## config.mk

```make
export PLATFORM = sky130hd
export DESIGN_NAME = alu_bcu_unit
export DESIGN_NICKNAME = d
export VERILOG_FILES = /design/src/rtl/alu_bcu_pkg.sv /design/src/rtl/branch_adder.sv /design/src/rtl/alu_bcu_unit.sv
export SDC_FILE = /design/constraint.sdc
export NUM_CORES = 1
export LEC_CHECK = 0
export CORE_ASPECT_RATIO = 0.6
export CORE_UTILIZATION = 45
export DETAILED_ROUTE_END_ITERATION = 8
export PLACE_DENSITY = 0.79
export REMOVE_ABC_BUFFERS = 1
export SLEW_MARGIN = 0
export SYNTH_ARGS = -nofsm -noshare
export SYNTH_HDL_FRONTEND = slang
export SYNTH_SLANG_ARGS = --single-unit
```

## constraint.sdc

```tcl
create_clock -name clk -period 12.15 [get_ports clk]
set_clock_uncertainty 0.15 [all_clocks]
set_input_delay 3.645 -clock clk [delete_from_list [all_inputs] [get_ports clk]]
set_output_delay 3.645 -clock clk [all_outputs]
set_load 0.05 [all_outputs]
```

## src/rtl/alu_bcu_pkg.sv

```systemverilog
// Shared opcode encodings and default datapath width for the ALU/BCU slice.
// Latency: n/a (constants only).
// Backpressure: n/a.
package alu_bcu_pkg;

    localparam int DefaultWidth = 32;

    // ALU operation select codes (5-bit)
    localparam logic [4:0] AluAdd   = 5'h00;
    localparam logic [4:0] AluSub   = 5'h01;
    localparam logic [4:0] AluAnd   = 5'h02;
    localparam logic [4:0] AluOr    = 5'h03;
    localparam logic [4:0] AluXor   = 5'h04;
    localparam logic [4:0] AluNor   = 5'h05;
    localparam logic [4:0] AluSlt   = 5'h06;
    localparam logic [4:0] AluSltu  = 5'h07;
    localparam logic [4:0] AluSll   = 5'h08;
    localparam logic [4:0] AluSrl   = 5'h09;
    localparam logic [4:0] AluSra   = 5'h0A;
    localparam logic [4:0] AluPassB = 5'h0B;

    // Branch condition select codes (4-bit)
    localparam logic [3:0] BcuNone   = 4'h0;
    localparam logic [3:0] BcuBeq    = 4'h1;
    localparam logic [3:0] BcuBne    = 4'h2;
    localparam logic [3:0] BcuBlez   = 4'h3;
    localparam logic [3:0] BcuBgtz   = 4'h4;
    localparam logic [3:0] BcuBltz   = 4'h5;
    localparam logic [3:0] BcuBgez   = 4'h6;
    localparam logic [3:0] BcuAlways = 4'h7;

endpackage

```

## src/rtl/branch_adder.sv

```systemverilog
// Branch target adder: pcPlus4 + (signImm << 2), wrapping at WIDTH bits.
// Latency: combinational, zero cycles.
// Backpressure: none; pure function of its inputs.
module branch_adder
    import alu_bcu_pkg::*;
#(
    parameter int WIDTH = DefaultWidth
) (
    input  logic [WIDTH-1:0] pcPlus4,
    input  logic [WIDTH-1:0] signImm,
    output logic [WIDTH-1:0] target
);

    // Word-aligned offset added to the next PC; carry out is dropped on purpose
    assign target = pcPlus4 + (signImm << 2);

endmodule

```

## src/rtl/alu_bcu_unit.sv

```systemverilog
// ALU + branch condition unit + branch adder, with one registered ALU result.
// Latency: alu_result/zero/overflow/branch/branch_target combinational; alu_result_q 1 cycle.
// Backpressure: en=0 stalls (holds) alu_result_q, clr flushes it; ALU_SHIFT_EN enables SLL/SRL/SRA.
module alu_bcu_unit
    import alu_bcu_pkg::*;
#(
    parameter int WIDTH = DefaultWidth
) (
    input  logic             clk,
    input  logic             rst,
    input  logic [WIDTH-1:0] src_a,
    input  logic [WIDTH-1:0] src_b,
    input  logic [4:0]       sig_alu_control,
    output logic [WIDTH-1:0] alu_result,
    output logic             zero,
    output logic             overflow,
    input  logic             en,
    input  logic             clr,
    output logic [WIDTH-1:0] alu_result_q,
    input  logic [WIDTH-1:0] rd1,
    input  logic [WIDTH-1:0] rd2,
    input  logic [3:0]       sig_bcu_control,
    output logic             branch,
    input  logic [WIDTH-1:0] pc_plus_4,
    input  logic [WIDTH-1:0] sign_imm,
    output logic [WIDTH-1:0] branch_target
);

    localparam int MsbIdx = WIDTH - 1;

    logic [WIDTH-1:0] sumAb;
    logic [WIDTH-1:0] diffAb;
    logic             sltBit;
    logic             sltuBit;
    logic             addOvf;
    logic             subOvf;
    logic             rd1Neg;
    logic             rd1Zero;

    assign sumAb   = src_a + src_b;
    assign diffAb  = src_a - src_b;
    assign sltBit  = $signed(src_a) < $signed(src_b);
    assign sltuBit = src_a < src_b;

    // Signed overflow: same-sign operands (ADD) or opposite-sign operands (SUB)
    // producing a result whose sign differs from src_a.
    assign addOvf = (src_a[MsbIdx] == src_b[MsbIdx]) && (sumAb[MsbIdx]  != src_a[MsbIdx]);
    assign subOvf = (src_a[MsbIdx] != src_b[MsbIdx]) && (diffAb[MsbIdx] != src_a[MsbIdx]);

`ifdef ALU_SHIFT_EN
    logic [4:0] shamt;
    assign shamt = src_a[4:0];
`endif

    // ALU operation decode; unused codes (and shifts when disabled) give 0
    always_comb begin
        alu_result = '0;
        overflow   = 1'b0;
        case (sig_alu_control)
            AluAdd: begin
                alu_result = sumAb;
                overflow   = addOvf;
            end
            AluSub: begin
                alu_result = diffAb;
                overflow   = subOvf;
            end
            AluAnd:   alu_result = src_a & src_b;
            AluOr:    alu_result = src_a | src_b;
            AluXor:   alu_result = src_a ^ src_b;
            AluNor:   alu_result = ~(src_a | src_b);
            AluSlt:   alu_result = {{(WIDTH-1){1'b0}}, sltBit};
            AluSltu:  alu_result = {{(WIDTH-1){1'b0}}, sltuBit};
`ifdef ALU_SHIFT_EN
            AluSll:   alu_result = src_b << shamt;
            AluSrl:   alu_result = src_b >> shamt;
            AluSra:   alu_result = $unsigned($signed(src_b) >>> shamt);
`endif
            AluPassB: alu_result = src_b;
            default:  alu_result = '0;
        endcase
    end

    assign zero = (alu_result == '0);

    assign rd1Neg  = rd1[MsbIdx];
    assign rd1Zero = (rd1 == '0);

    // Branch condition decode; zero-compares treat rd1 as signed
    always_comb begin
        branch = 1'b0;
        case (sig_bcu_control)
            BcuNone:   branch = 1'b0;
            BcuBeq:    branch = (rd1 == rd2);
            BcuBne:    branch = (rd1 != rd2);
            BcuBlez:   branch = rd1Neg | rd1Zero;
            BcuBgtz:   branch = ~rd1Neg & ~rd1Zero;
            BcuBltz:   branch = rd1Neg;
            BcuBgez:   branch = ~rd1Neg;
            BcuAlways: branch = 1'b1;
            default:   branch = 1'b0;
        endcase
    end

    branch_adder #(
        .WIDTH (WIDTH)
    ) uBranchAdder (
        .pcPlus4 (pc_plus_4),
        .signImm (sign_imm),
        .target  (branch_target)
    );

    // Result register: reset beats flush beats load; stall holds the value
    always_ff @(posedge clk) begin
        if (rst) begin
            alu_result_q <= '0;
        end else if (clr) begin
            alu_result_q <= '0;
        end else if (en) begin
            alu_result_q <= alu_result;
        end
    end

endmodule

```

==> tab_implementation.tex <==
\begin{tabular}{lr}
\hline
Metric & Value \\
\hline
\multicolumn{2}{l}{\textbf{Outcome}} \\
\quad Result of the run & finished, final reports clean \\
\multicolumn{2}{l}{\textbf{Worst setup path}} \\
\quad Critical path data arrival time & 8.23 ns \\
\quad CP max FO & 3 \\
\quad Largest delay contributor family on the critical path & simple AND/OR/NAND/NOR gates \\
\quad CP required & 8.35 ns \\
\quad Reg2reg path depth & 2 \\
\quad Crit path buffers/inverters & 7 \\
\quad Delay of the slowest cell on the worst path & 0.48 ns \\
\quad CP Launch Type & input port \\
\quad Critical path cell sequence & clkdlybuf4s50\_1 -> inv\_1 -> ha\_2 -> inv\_1 -> fa\_2 -> nor2b\_1 -> o31ai\_2 -> o221ai\_2 -> a211oi\_2 -> buf\_4 -> clkinvlp\_4 -> or4\_4 -> or4\_1 -> or4\_4 -> nor4\_2 -> nand4\_1 -> nor4\_2 -> buf\_4 -> buf\_12 \\
\quad Startpoint of the worst-slack reg-to-reg timing path & alu\_result\_q[25] \\
\quad Crit path max-delay cell type & or4\_4 \\
\quad Register-to-register path setup slack & 11.21 ns \\
\quad R2R Path End & alu\_result\_q[25] \\
\quad Crit path kind & in -> out \\
\quad Endpoint class of the critical path & output port \\
\multicolumn{2}{l}{\textbf{Detailed routing}} \\
\quad Initial drt markers & 1333 \\
\quad Via count & 12.0k \\
\quad Vias per cell & between 6 and 7 \\
\quad Post-detailed-route wirelength per cell & about 20 microns \\
\quad Final routed wirelength across all metal layers & 39.5 mm \\
\quad First-pass detailed-route iteration total & 6 \\
\quad Number of DRC violations after detailed routing & 0 \\
\quad Number of nets with antenna violations after detailed routing & 0 \\
\multicolumn{2}{l}{\textbf{Logic synthesis}} \\
\quad Instance count of the mapped netlist & 1334 \\
\quad Post-synthesis compound-gate area fraction & 0.344 \\
\quad Post-synth EDFFs & 0 \\
\quad Mean Syn Cell Area & 6.90 sq um \\
\quad Synth Area in Simple Gates & 0.250 \\
\quad Cell area after technology mapping & 9210 sq um \\
\quad Largest area contributor in the synthesized netlist & ha\_1 \\
\quad Area share of xor/xnor cells in the synthesized design & 0.0609 \\
\quad Largest cells by area after synthesis & ha\_1 (17\%), dfxtp\_1 (7.0\%), a21oi\_1 (6.3\%), nor2\_1 (5.3\%), xnor2\_1 (5.2\%) \\
\quad Most used DFF post-synth & dfxtp\_1 \\
\quad Dominant combinational cell family by area after synthesis & compound AO/OA/AOI/OAI gates \\
\quad Total number of yosys warnings & 0 \\
\quad FFs w/ async S/R, synth & 0 \\
\quad Post-Synth Adder-Cell Area & 0.176 \\
\quad Number of different library cells in the post-synthesis netlist & 80 \\
\quad Multiplexer share of the synthesized area & 0.0181 \\
\quad Share of the synthesized area in the top cell type & 0.170 \\
\quad Number of storage elements in the synthesis netlist & 32 \\
\quad Share of the yosys chip area belonging to registers & 0.0696 \\
\multicolumn{2}{l}{\textbf{STA}} \\
\quad Worst-Margin Slew & around 1.0 ns \\
\quad Hold Vio Cnt, Final & 0 \\
\quad Final Cycle Share & 0.990 \\
\quad Top achievable clock speed & between 80 and 90 MHz \\
\quad Sum of negative setup slack & 0 ns \\
\quad Minimum clock period & 12.02 ns \\
\quad Final number of max-transition violations & 0 \\
\quad Post-route worst setup slack & 0.126 ns \\
\quad Max\_slew headroom & 0.310 \\
\quad Setup violation total in the final timing report & 0 \\
\multicolumn{2}{l}{\textbf{Min path}} \\
\quad Min-Delay Startpoint & alu\_result\_q[29] \\
\quad Worst hold path type & reg -> reg \\
\quad Hold Crit Depth & 2 \\
\quad Endpoint with the worst hold slack & alu\_result\_q[29] \\
\multicolumn{2}{l}{\textbf{Placement}} \\
\quad Placed Instances & 1948 \\
\quad Placed wire-length estimate & 32.4 mm \\
\quad Number of input and output port buffers inserted & 297 \\
\quad Post-Place Setup Slack & -0.100 ns \\
\quad Routability-driven placement congestion ratio & 1.04 \\
\multicolumn{2}{l}{\textbf{Layout}} \\
\quad Layout area overhead & 44.4\% \\
\quad Most common cell after layout, fill and taps aside & clkdlybuf4s50\_1 \\
\quad Number of nets in the final layout & just over 2k \\
\quad Register containing the most flip-flops in the final layout & alu\_result\_q \\
\quad Filler cell count & 1789 \\
\quad Layout cell share with drive strength beyond 1 & 0.107 \\
\quad Largest registers & alu\_result\_q x32 \\
\quad Flip-flop count of the largest register after layout & 32 \\
\quad Most used cells in the layout excluding fill and tap cells & clkdlybuf4s50\_1 (282), nor2\_1 (129), ha\_1 (124) \\
\quad Non-filler instance count after layout & 1961 \\
\multicolumn{2}{l}{\textbf{Clock tree}} \\
\quad Clock latency of the later-clocked register in the worst-skew pair & between 0.2 and 0.3 ns \\
\quad CTS tree & built \\
\quad CTS clock-pin slew for the worst setup and hold paths & about 0.05 ns \\
\quad Buffer cell driving the clock tree root & clkbuf\_16 \\
\quad Clock buffer count from CTS & 5 \\
\quad Number of levels in the clock H-tree & 2 \\
\quad Number of hold-repair buffers added at the cts stage & 0 \\
\quad Number of clock sinks & 32 \\
\quad Maximum root-to-sink buffer count & 2 \\
\multicolumn{2}{l}{\textbf{Power and ir drop}} \\
\quad Switching power as a share of total power & 0.503 \\
\quad Switching power summed over all nets & 0.494 mW \\
\quad Fraction of power consumed by sequential logic & 0.114 \\
\quad Cell area power density & 73.8 nW/um\^{}2 \\
\quad Static power due to leakage & approximately 5.8 nW \\
\quad Max VDD drop & 0.128 mV \\
\quad Fraction of power consumed by combinational cells & 0.758 \\
\quad Internal power component & 0.488 mW \\
\quad Clock Power Share & 0.127 \\
\multicolumn{2}{l}{\textbf{Floorplan}} \\
\quad Area of the core & 20000 sq um \\
\quad Horizontal extent of the die & 187 microns \\
\quad Die Outline Area & 21100 sq um \\
\quad Number of placement rows & 40 \\
\quad Starting Density & 0.460 \\
\quad Vertical extent of the die & 113 microns \\
\quad I/O pin count & just over 300 \\
\multicolumn{2}{l}{\textbf{Flow run}} \\
\quad Number of max-cap violations & 0 \\
\multicolumn{2}{l}{\textbf{Global route}} \\
\quad Wire length of the first global-routing pass & around 60 mm \\
\quad Vias in the first global route & between 10k and 15k \\
\quad Maximum number of pins on one net before global-route repair & 46 \\
\quad Grt ovf & 0 \\
\quad Global router's overall resource usage & 0.358 \\
\quad Initial antenna violation count & 2 \\
\hline
\end{tabular}
logic make-up after synthesis:
kind of cell	Yosys count
and+or+nand+nor	454
xor gates and xnor gates	64
DFF	32
buffers and inverters	185
AOI/OAI and AO/OA	456
muxes	15
adders and majority gates	128
synthesized netlist by cell type, types with 7 or more instances:
master       n
or3_1       15
nand3_1     35
nor3b_1      7
dfxtp_1     32
or4_1        7
o31ai_1     12
a21boi_0     7
xor2_1       9
clkbuf_1    47
a31oi_1     11
inv_1      118
a221oi_1    11
ha_1       125
a221o_1     13
o211ai_1    14
or2_2        8
o22ai_1      7
mux2i_1     11
a22o_1       8
and3_1      13
a21oi_1    115
nand2b_1    19
a21o_1      37
nor2_1     129
o21bai_1    12
xnor2_1     55
nand4_1     23
a211oi_1    41
o2111ai_1    8
nand2_1     84
a311oi_1     9
nor4_1      20
nor3_1      42
o211a_1      7
o21ai_0     69
o21a_1       9
nor2b_1     21
metrics by stage:
stage | hold WS, ns | power (mW) | cell area [sq um] | utilization
CTS | 0.327 | 0.963 | 13200 | 0.660
global route | 0.354 | 1.03 | 13300 | 0.664
detailed placement | 0.320 | 0.833 | 13000 | 0.652
floorplan | 0.541 | 0.539 | 8910 | -
global placement | 0.316 | 0.828 | 13000 | 0.652
finish | 0.328 | 0.982 | 13300 | 0.664
power by group through the flow:
stage / clock network, mW / registers [mW] / logic (mW)
after floorplan: 0 / 0.130 / 0.409
after global placement: 0 / 0.114 / 0.714
after detailed placement: 0 / 0.114 / 0.719
after CTS: 0.125 / 0.112 / 0.725
after global routing: 0.129 / 0.113 / 0.787
final: 0.125 / 0.112 / 0.745
what timing repair did:
item                                    4_1_cts  5_1_grt
resized for setup                             5       18
endpoints found under the setup margin        1        1
buffers inserted                              0        3
pin swaps                                     0        8
area by class of cell:
cell class	instances	area (sq um)	share of cell area
tap	273	342	0.0257
timing repair buffer	409	3810	0.286
sequential	32	641	0.0482
antenna	2	5.00	0.000376
multi-input combinational	1117	7900	0.594
clock buffer	8	146	0.0110
inverter	120	454	0.0342
metal layers:
metal	share of wire	vias up	global-route usage
met5	0.00035	-	0
met4	0.019	2	0.0902
met2	0.40	761	0.525
li1	-	5647	-
met3	0.15	66	0.119
met1	0.43	5488	0.498
worst max-delay path by stage:
stage | startpoint | end | slack [ns] | cells past startpoint
2_1_floorplan | src_a[0] | zero | -0.36 | 15
3_3_place_gp | src_b[0] | zero | -0.04 | 18
3_5_place_dp | src_a[0] | zero | -0.10 | 19
4_1_cts | src_a[0] | zero | 0.03 | 19
5_1_grt | src_a[0] | zero | -0.006 | 19
6_report | src_a[0] | zero | 0.13 | 19
worst min-delay path, delay by kind of cell (launching register included):
family / cells / cell delay (ns)
AO/OA/AOI/OAI: 1 / 0.05
flip-flops: 1 / 0.30
AND/OR/NAND/NOR: 1 / 0.08
Power figures use the tool's default switching activity.
